**src/rtl/serial_rb_loader_if.sv**
```systemverilog
// Serial-in / register-bank-out bundle for serial_rb_loader.
// SERIAL_RB_PARITY_EN adds the par_err status signal.
interface serial_rb_loader_if #(
  parameter int DATA_W = 18,
  parameter int ADDR_W = 3
);
  logic              sen;
  logic              sd;
  logic              rb_rw;
  logic [ADDR_W-1:0] rb_a;
  logic [DATA_W-1:0] rb_d;
  logic              done;
  logic              frame_err;
  logic [7:0]        pkt_cnt;
`ifdef SERIAL_RB_PARITY_EN
  logic              par_err;

  modport master (output sen, sd,
                  input  rb_rw, rb_a, rb_d, done, frame_err, pkt_cnt, par_err);
  modport slave  (input  sen, sd,
                  output rb_rw, rb_a, rb_d, done, frame_err, pkt_cnt, par_err);
`else
  modport master (output sen, sd,
                  input  rb_rw, rb_a, rb_d, done, frame_err, pkt_cnt);
  modport slave  (input  sen, sd,
                  output rb_rw, rb_a, rb_d, done, frame_err, pkt_cnt);
`endif
endinterface

```
**src/rtl/serial_rb_loader.sv**
```systemverilog
// Serial packet receiver: {addr, data[, parity]} MSB first framed by active-low sen,
// decoded into single-cycle register bank writes. Optional macro: SERIAL_RB_PARITY_EN.
module serial_rb_loader #(
  parameter int DATA_W  = 18,
  parameter int ADDR_W  = 3,
  parameter int NUM_PKT = 8
) (
  input  logic              clk,
  input  logic              rst,
  serial_rb_loader_if.slave bus
);

`ifdef SERIAL_RB_PARITY_EN
  localparam int PAR_W = 1;
`else
  localparam int PAR_W = 0;
`endif
  localparam int PKT_LEN = ADDR_W + DATA_W + PAR_W;
  localparam int CNT_W   = $clog2(PKT_LEN + 1);

  typedef enum logic [1:0] {IDLE, SHIFT, WRITE, DONE} state_t;

  state_t              r_state;
  logic [PKT_LEN-2:0]  r_sh;
  logic [CNT_W-1:0]    r_cnt;
  logic                r_rb_rw;
  logic [ADDR_W-1:0]   r_rb_a;
  logic [DATA_W-1:0]   r_rb_d;
  logic                r_done;
  logic                r_frame_err;
  logic [7:0]          r_pkt_cnt;

  // The final bit is never stored: the write is decoded from the shifter plus live sd.
  logic [PKT_LEN-1:0]  w_sh;
  logic [ADDR_W-1:0]   w_a;
  logic [DATA_W-1:0]   w_d;
  logic                w_par_ok;

  assign w_sh = {r_sh, bus.sd};
  assign w_a  = w_sh[PKT_LEN-1 -: ADDR_W];
  assign w_d  = w_sh[PAR_W +: DATA_W];

`ifdef SERIAL_RB_PARITY_EN
  logic r_par_err;
  assign w_par_ok    = ~(^w_sh);
  assign bus.par_err = r_par_err;
`else
  assign w_par_ok = 1'b1;
`endif

  always_ff @(posedge clk or posedge rst) begin
    if (rst) begin
      r_state     <= IDLE;
      r_sh        <= '0;
      r_cnt       <= '0;
      r_rb_rw     <= 1'b1;
      r_rb_a      <= '0;
      r_rb_d      <= '0;
      r_done      <= 1'b0;
      r_frame_err <= 1'b0;
      r_pkt_cnt   <= '0;
`ifdef SERIAL_RB_PARITY_EN
      r_par_err   <= 1'b0;
`endif
    end else begin
      case (r_state)
        IDLE: begin
          r_rb_rw <= 1'b1;
          if (!bus.sen) begin
            r_sh    <= (PKT_LEN-1)'(bus.sd);
            r_cnt   <= CNT_W'(1);
            r_state <= SHIFT;
          end
        end
        SHIFT: begin
          if (bus.sen) begin
            r_frame_err <= 1'b1;
            r_sh        <= '0;
            r_state     <= IDLE;
          end else begin
            r_sh  <= w_sh[PKT_LEN-2:0];
            r_cnt <= r_cnt + CNT_W'(1);
            if (r_cnt == CNT_W'(PKT_LEN-1)) begin
              if (w_par_ok) begin
                r_rb_rw <= 1'b0;
                r_rb_a  <= w_a;
                r_rb_d  <= w_d;
                if (r_pkt_cnt != 8'(NUM_PKT))
                  r_pkt_cnt <= r_pkt_cnt + 8'd1;
                r_state <= WRITE;
              end else begin
`ifdef SERIAL_RB_PARITY_EN
                r_par_err <= 1'b1;
`endif
                r_state <= IDLE;
              end
            end
          end
        end
        WRITE: begin
          r_rb_rw <= 1'b1;
          if (r_pkt_cnt == 8'(NUM_PKT)) begin
            r_done  <= 1'b1;
            r_state <= DONE;
          end else begin
            r_state <= IDLE;
          end
        end
        DONE: begin
          r_rb_rw <= 1'b1;
          r_state <= DONE;
        end
      endcase
    end
  end

  assign bus.rb_rw     = r_rb_rw;
  assign bus.rb_a      = r_rb_a;
  assign bus.rb_d      = r_rb_d;
  assign bus.done      = r_done;
  assign bus.frame_err = r_frame_err;
  assign bus.pkt_cnt   = r_pkt_cnt;

endmodule

```
**src/flat_wrapper.sv**
```systemverilog
// flat-port wrapper written by rule: the top's interface ports become plain ports
module serial_rb_loader_flat 
#(
  parameter int DATA_W  = 18,
  parameter int ADDR_W  = 3,
  parameter int NUM_PKT = 8
)
  (clk, rst, bus_sen, bus_sd, bus_rb_rw, bus_rb_a, bus_rb_d, bus_done, bus_frame_err, bus_pkt_cnt);
  serial_rb_loader_if #(.DATA_W(DATA_W), .ADDR_W(ADDR_W)) bus_i ();
  input  logic clk;
  input  logic rst;
  input wire logic [$bits(bus_i.sen)-1:0] bus_sen;
  input wire logic [$bits(bus_i.sd)-1:0] bus_sd;
  output wire logic [$bits(bus_i.rb_rw)-1:0] bus_rb_rw;
  output wire logic [$bits(bus_i.rb_a)-1:0] bus_rb_a;
  output wire logic [$bits(bus_i.rb_d)-1:0] bus_rb_d;
  output wire logic [$bits(bus_i.done)-1:0] bus_done;
  output wire logic [$bits(bus_i.frame_err)-1:0] bus_frame_err;
  output wire logic [$bits(bus_i.pkt_cnt)-1:0] bus_pkt_cnt;
  assign bus_i.sen = bus_sen;
  assign bus_i.sd = bus_sd;
  assign bus_rb_rw = bus_i.rb_rw;
  assign bus_rb_a = bus_i.rb_a;
  assign bus_rb_d = bus_i.rb_d;
  assign bus_done = bus_i.done;
  assign bus_frame_err = bus_i.frame_err;
  assign bus_pkt_cnt = bus_i.pkt_cnt;
  serial_rb_loader #(.DATA_W(DATA_W), .ADDR_W(ADDR_W), .NUM_PKT(NUM_PKT)) u_core (.clk(clk), .rst(rst), .bus(bus_i));
endmodule
```
**config.mk**
```make
export PLATFORM = sky130hd
export DESIGN_NAME = serial_rb_loader_flat
export DESIGN_NICKNAME = d
export VERILOG_FILES = /design/src/rtl/serial_rb_loader_if.sv /design/src/rtl/serial_rb_loader.sv /design/src/flat_wrapper.sv
export SDC_FILE = /design/constraint.sdc
export NUM_CORES = 1
export LEC_CHECK = 0
export CORE_AREA = 5 5 72 74
export DETAILED_ROUTE_END_ITERATION = 7
export DIE_AREA = 0 0 77 79
export PLACE_DENSITY_LB_ADDON = 0.08
export SLEW_MARGIN = 20
export SYNTH_ARGS = -nofsm -noshare
export SYNTH_HDL_FRONTEND = slang
export SYNTH_SLANG_ARGS = --single-unit
```
**constraint.sdc**
```tcl
create_clock -name clk -period 4.15 [get_ports clk]
set_input_delay 0.415 -clock clk [delete_from_list [all_inputs] [get_ports clk]]
set_output_delay 0.415 -clock clk [all_outputs]
set_load 0.05 [all_outputs]
```
==> results of run 1 <==
[power groups by stage]
stage	logic (W)	clock network (W)	registers, W
5_1_grt	0.0000602	0.000579	0.000599
4_1_cts	0.0000546	0.000553	0.000597
6_report	0.0000530	0.000541	0.000598
2_1_floorplan	0.0000364	0	0.000606
3_5_place_dp	0.0000540	0	0.000608
3_3_place_gp	0.0000507	0	0.000606
[layout by cell type, fill, tap and decap left out, types with 3 or more instances in the layout]
| cell | Yosys | routed |
|---|---|---|
| a21o_1 | 3 | 3 |
| a22o_1 | 21 | 21 |
| clkbuf_1 | 2 | 3 |
| clkbuf_8 | 0 | 12 |
| clkdlybuf4s50_1 | 0 | 35 |
| dfrtp_1 | 58 | 58 |
| ha_1 | 4 | 4 |
| inv_1 | 7 | 6 |
| mux2_2 | 21 | 21 |
| nand2_1 | 7 | 7 |
| nand3_1 | 6 | 6 |
| nor4_2 | 3 | 3 |
| o21ai_0 | 7 | 7 |
| xor2_1 | 8 | 8 |
[worst max-delay path, stage by stage]
cell	delay [ns]
clkdlybuf4s50_1	0.53
or3b_4	0.53
nor2_2	0.13
buf_4	0.31
mux2_2	0.37
[registers in the layout (all words and copies together), names as in the netlist]
signal,flops
u_core.bus.frame_err,1
u_core.bus.pkt_cnt,8
u_core.r_sh,20
u_core.bus.rb_a,3
u_core.r_state,2
u_core.bus.done,1
u_core.r_cnt,5
u_core.bus.rb_d,18
u_core.bus.rb_rw,1
[worst paths after layout]
path / start / slack, ns / end
max: bus_sen / 2.06 / u_core.bus.rb_d[9]
min: rst / 0.35 / u_core.bus.rb_d[0]
max reg2reg: u_core.r_cnt[1] / 2.08 / u_core.bus.rb_d[9]
min reg2reg: u_core.bus.frame_err / 0.46 / u_core.bus.frame_err
max in group asynchronous: rst / 2.96 / u_core.bus.rb_d[15]
min in group clk: u_core.bus.frame_err / 0.46 / u_core.bus.frame_err
[cell type report]
cell class,count,share of cell area
Clock inverter,1,0.01000
Timing Repair Buffer,37,0.1217
Clock buffer,15,0.05877
Sequential cell,59,0.4923
Tap cell,54,0.02251
Inverter,7,0.008754
Multi-Input combinational cell,102,0.2860
[per-layer routing]
| layer | GRT usage | part of all wire | vias to the layer above |
|---|---|---|---|
| met4 | 0.1048 | 0.026 | 0 |
| li1 | - | - | 711 |
| met1 | 0.2030 | 0.44 | 788 |
| met5 | 0 | 0 | - |
| met2 | 0.2683 | 0.49 | 40 |
| met3 | 0.04422 | 0.041 | 10 |
[metrics by stage]
step | util | total power [W] | setup WS, ns | std cells
5_1_grt | 0.6618 | 0.001238 | 1.909 | 275
3_5_place_dp | 0.6163 | 0.0006620 | 1.709 | 259
6_report | 0.6618 | 0.001192 | 2.062 | 275
3_3_place_gp | 0.6163 | 0.0006570 | 1.762 | 259
4_1_cts | 0.6618 | 0.001205 | 2.056 | 275
2_1_floorplan | - | 0.0006426 | 2.261 | 176
[kinds of logic (layout without fill, tap and decap cells)]
kind of cell / Yosys count / after routing / share of synthesized area
DFF: 59 / 59 / 0.6119
muxes: 22 / 22 / 0.1026
xor gates and xnor gates: 9 / 9 / 0.03264
adders and majority gates: 4 / 4 / 0.02073
AOI/OAI and AO/OA: 36 / 36 / 0.1192
buffers and inverters: 15 / 60 / 0.03368
and+or+nand+nor: 31 / 31 / 0.07929
==> reports/qor.yml, run 1 <==
place:
  io_buffers: 35
  dp_hpwl_mm: 3.051
  placed_area_um2: 2795
  routabilityCongestion: 0.8732
cells_and_area:
  num-fill-cells: 341
  multi_input_area_um2: 858.3
  regArea_um2: 1478
  finalInstanceArea_um2: 3002
  drive_above_1_share: 0.2127
  syn_to_final_growth_pct: 24.30
  nNetsFinal: 224
  diodes: 0
synthesis:
  synthCells: 176
  syn_avg_cell_area_um2: 13.72
  yosysSeqAreaShare: 0.6119
  synth_area_leader_cell: "dfrtp_1"
  syn_area_um2: 2415
  async_flop_share: 1.000
  ys_seq_elements: 59
  synth_ff_type: "dfrtp_1"
  synth_common_cells: "dfrtp_1, a22o_1, mux2_2, xor2_1"
  synth_warnings: 0
  yosysMostFrequentCell: "dfrtp_1"
  synth-edff-count: 0
  yosysTopAreaCellShare: 0.6010
  ys_types: 34
  synthTopCellsByArea: "dfrtp_1, mux2_2, a22o_1"
  postSynthNetCount: 184
floorplan:
  start_util: 0.5324
  die_area_um2: 6083
  die_w_um: 77
  core_um2: 4536
  ios: 36
  row_count: 25
  die_y_um: 79
critical_path:
  end_kind: "flip-flop"
  worstSetupPathType: "primary input to flip-flop"
  critical_path_required_ns: 4.36
  critical_path_arrival_ns: 2.30
  path_max_fanout: 21
  reg2regPathDepth: 6
  crit_path_start_kind: "primary input"
power:
  p_int_w: 0.0009307
  swShare: 0.2191
  pwr-share-clk: 0.454
  power.switching_w: 0.0002612
  irDropWorstVdd_mv: 0.2401
  leakage_nw: 1.412
  pwr-share-comb: 0.044
  power.density_nw_per_um2: 397.1
  power_frac_seq: 0.501
detailed_routing:
  drt_iter0_drc: 74
  vias: 1549
  drtPass1Iterations: 4
  wl_mm: 4.591
  ant_nets: 0
  post-route-drc-count: 0
  wl_per_cell_um: 16.69
  vias_per_cell: 5.633
hold_path:
  hold_path_class: "primary input to async pin"
clocking:
  clk_pin_slew_ns: 0.06
  clock_latency_ns: 0.33
  cts_made_buffers: 9
  cts_tree: "yes"
  cts-root-buf: "clkbuf_8"
  cts-hold-fix-buffers: 0
  post-cts-setup-buffers: 0
  cts_resized: 0
  clockBufferDepth: 2
  cts_sinks: 59
  htree_levels: 3
grt:
  grt_pass1_vias: 1726
  grt_pass1_wl_mm: 8.031
  grt_max_degree: 46
  antenna_found_initial: 0
  grt_usage: 0.1681
  overflow: 0
timing:
  period_share: 0.5031
  layout_min_cycle_time_ns: 2.088
  finalSetupViolations: 0
  clock-skew-final_ns: 0.005986
  slew_headroom: 0.4773
  tns_ns: 0
  worst_pin_slew_ns: 0.7831
  rsz0062_at_grt: "false"
  hold_ws_ns: 0.3464
  slew_viol_final: 0
  finalHoldViolations: 0
  max_freq_mhz: 479.0
status:
  status: "finished clean"
flow_run:
  max_cap_violations: 0
(Power assumes the default switching activity.)
==> inputs of run 2 (changes only) <==
--- a/config.mk
+++ b/config.mk
@@ -5,9 +5,9 @@
 export SDC_FILE = /design/constraint.sdc
 export NUM_CORES = 1
 export LEC_CHECK = 0
-export CORE_AREA = 5 5 72 74
+export CORE_AREA = 5 5 74 76
 export DETAILED_ROUTE_END_ITERATION = 7
-export DIE_AREA = 0 0 77 79
+export DIE_AREA = 0 0 79 81
 export PLACE_DENSITY_LB_ADDON = 0.08
 export SLEW_MARGIN = 20
 export SYNTH_ARGS = -nofsm -noshare
==> constraint.sdc (replaced) <==
create_clock -name clk -period 2.1 [get_ports clk]
set_input_delay 0.21 -clock clk [delete_from_list [all_inputs] [get_ports clk]]
set_output_delay 0.21 -clock clk [all_outputs]
set_load 0.05 [all_outputs]
==> reports/qor.yml, run 2 (same netlist as run 1, synthesis figures left out) <==
place:
  routabilityCongestion: 0.7471  # -14%
  place_ws_ns: 0.1416  # -1.567 ns
  placed_area_um2: 2873  # +2.8%
  dp_hpwl_mm: 3.201  # +4.9%
  io_buffers: 35  # unchanged
clocking:
  cts-root-buf: "clkbuf_8"
  clockBufferDepth: 2  # unchanged
  cts-hold-fix-buffers: 0  # unchanged
  cts_made_buffers: 9  # unchanged
  clock_latency_ns: 0.33  # about the same
  clk_pin_slew_ns: 0.07  # about the same
  cts_tree: "yes"
  cts_sinks: 59  # unchanged
  post-cts-setup-buffers: 0  # unchanged
  cts_resized: 0  # unchanged
  htree_levels: 3  # unchanged
critical_path:
  cpPeakStageDelay_ns: 0.80  # +0.27 ns
  cp_cell_sequence: "clkdlybuf4s50_1"
  critical_path_required_ns: 1.89  # -2.47 ns
  crit_path_start_kind: "flip-flop"
  crit_buf_inv: 1  # -1
  critical_path_arrival_ns: 1.66  # -0.64 ns
  critPathSlowestCell: "clkdlybuf4s50_1"
  path_max_fanout: 2  # -90%
  crit_family: "buffers and inverters"
  rrSetupSlack_ns: 0.29  # -1.79 ns
  end_kind: "primary output"
  worstSetupPathType: "flip-flop to primary output"
cells_and_area:
  regMostFlops: "u_core.r_sh"
  diodes: 0  # unchanged
  largest_register_ffs: 20  # unchanged
  syn_to_final_growth_pct: 28.96
  multi_input_area_um2: 858.3  # unchanged
  final_cell_mix: "dfrtp_1, clkdlybuf4s50_1, a22o_1, mux2_2, clkbuf_8"
  finalInstanceArea_um2: 3114  # +3.8%
  drive_above_1_share: 0.2456  # +0.03294
  utilization: 0.6682  # +0.006395
  num-fill-cells: 336  # -1.5%
  nNetsFinal: 231  # +3.1%
  regArea_um2: 1478  # unchanged
  layout.cells.most_common: "dfrtp_1"
status:
  status: "finished clean"
timing:
  finalSetupViolations: 0  # unchanged
  rsz0062_at_grt: "false"
  worst_pin_slew_ns: 0.5057  # -0.2774 ns
  layout_min_cycle_time_ns: 1.867
  setup_ws_ns: 0.2329  # -1.829 ns
  tns_ns: 0  # unchanged
  finalHoldViolations: 0  # unchanged
  clock-skew-final_ns: 0.009481  # +0.003496 ns
  max_freq_mhz: 535.6
  period_share: 0.8891
  slew_viol_final: 0  # unchanged
  slew_headroom: 0.6541  # +0.1768
grt:
  antenna_found_initial: 0  # unchanged
  grt_pass1_vias: 1718  # -0.46%
  grt_pass1_wl_mm: 8.300  # +3.3%
  overflow: 0  # unchanged
  grt_usage: 0.1701  # +0.002005
  grt_max_degree: 28  # -39%
floorplan:
  die_y_um: 81  # +2.5%
  row_count: 25  # unchanged
  core_um2: 4661  # +2.8%
  ios: 36  # unchanged
  start_util: 0.5181  # -0.01429
  die_w_um: 79  # +2.6%
  die_area_um2: 6399  # +5.2%
detailed_routing:
  ant_nets: 0  # unchanged
  vias: 1570  # +1.4%
  wl_per_cell_um: 16.71  # about the same
  wl_mm: 4.712  # +2.6%
  drt_iter0_drc: 53  # -28%
  post-route-drc-count: 0  # unchanged
  drtPass1Iterations: 4  # unchanged
  vias_per_cell: 5.567  # -1.2%
power:
  pwr-share-comb: 0.045  # about the same
  power.density_nw_per_um2: 815.0  # +110%
  leakage_nw: 1.473  # +4.3%
  swShare: 0.2054  # -0.01372
  irDropWorstVdd_mv: 0.4624  # +93%
  p_int_w: 0.002017  # +120%
  power.switching_w: 0.0005213  # +100%
  finalPower_w: 0.002538  # +110%
  pwr-share-clk: 0.490  # +0.036
  power_frac_seq: 0.465  # -0.036
flow_run:
  max_cap_violations: 0  # unchanged
hold_path:
  hold_path_class: "primary input to async pin"
==> run 2: cell types whose count changed in the layout (fill, tap and decap cells not counted) <==
cell,previous run,this run
clkinv_2,0,2
bufinv_16,1,3
buf_4,2,7
clkbuf_1,3,1
clkbuf_8,12,10
buf_12,0,2
==> run 2: area by class of cell <==
class / instances / share of cell area
Sequential cell: 59 / 0.4745
Inverter: 7 / 0.008437
Timing Repair Buffer: 44 / 0.1422
Multi-Input combinational cell: 102 / 0.2756
Clock inverter: 5 / 0.03214
Tap cell: 54 / 0.02170
Clock buffer: 11 / 0.04540
==> run 2: per-stage QoR <==
stage               instances  hold WS [ns]
floorplan                 176        0.3269
global placement          266        0.4429
detailed placement        266        0.4537
CTS                       282        0.2191
global route              282        0.2485
finish                    282        0.2168
==> run 2: power by group through the flow <==
stage               clock (W)  sequential, W  combinational, W
floorplan                   0        0.00120         0.0000720
global placement            0        0.00120          0.000110
detailed placement          0        0.00120          0.000116
CTS                   0.00127        0.00118          0.000116
global route          0.00133        0.00118          0.000128
finish                0.00124        0.00118          0.000114
==> run 2: routing by layer <==
metal	vias to the layer above	track usage	part of all wire
li1	729	-	-
met1	797	0.2025	0.43
met2	34	0.2786	0.51
met3	10	0.05654	0.042
met4	0	0.08247	0.021
met5	-	0	0
==> run 2: worst paths after layout <==
path / startpoint / to / cells past startpoint
worst max-delay path: u_core.bus.rb_rw / bus_rb_rw / 1
worst min-delay path: rst / u_core.bus.pkt_cnt[7] / 2
worst max register to register: u_core.r_cnt[0] / u_core.bus.pkt_cnt[2] / 6
worst min register to register: u_core.bus.frame_err / u_core.bus.frame_err / 1
max in group asynchronous: rst / u_core.bus.rb_d[17] / 3
min in group clk: u_core.bus.frame_err / u_core.bus.frame_err / 1
==> inputs of run 3 (changes only) <==
==> constraint.sdc (replaced) <==
create_clock -name clk -period 2.1 [get_ports clk]
set_input_delay 0.21 -clock clk [delete_from_list [all_inputs] [get_ports clk]]
set_output_delay 0.21 -clock clk [all_outputs]
set_load 0.01 [all_outputs]
==> results of run 3 <==
The final DEF is identical to that of run 2. Status: finished clean.
Main changes from that run: setup slack after layout 0.2329 ns -> 0.2862 ns; start point of the critical path u_core.bus.rb_rw -> u_core.r_cnt[0]; end point of the critical path bus_rb_rw -> u_core.bus.pkt_cnt[2]; total power 0.002538 W -> 0.002535 W
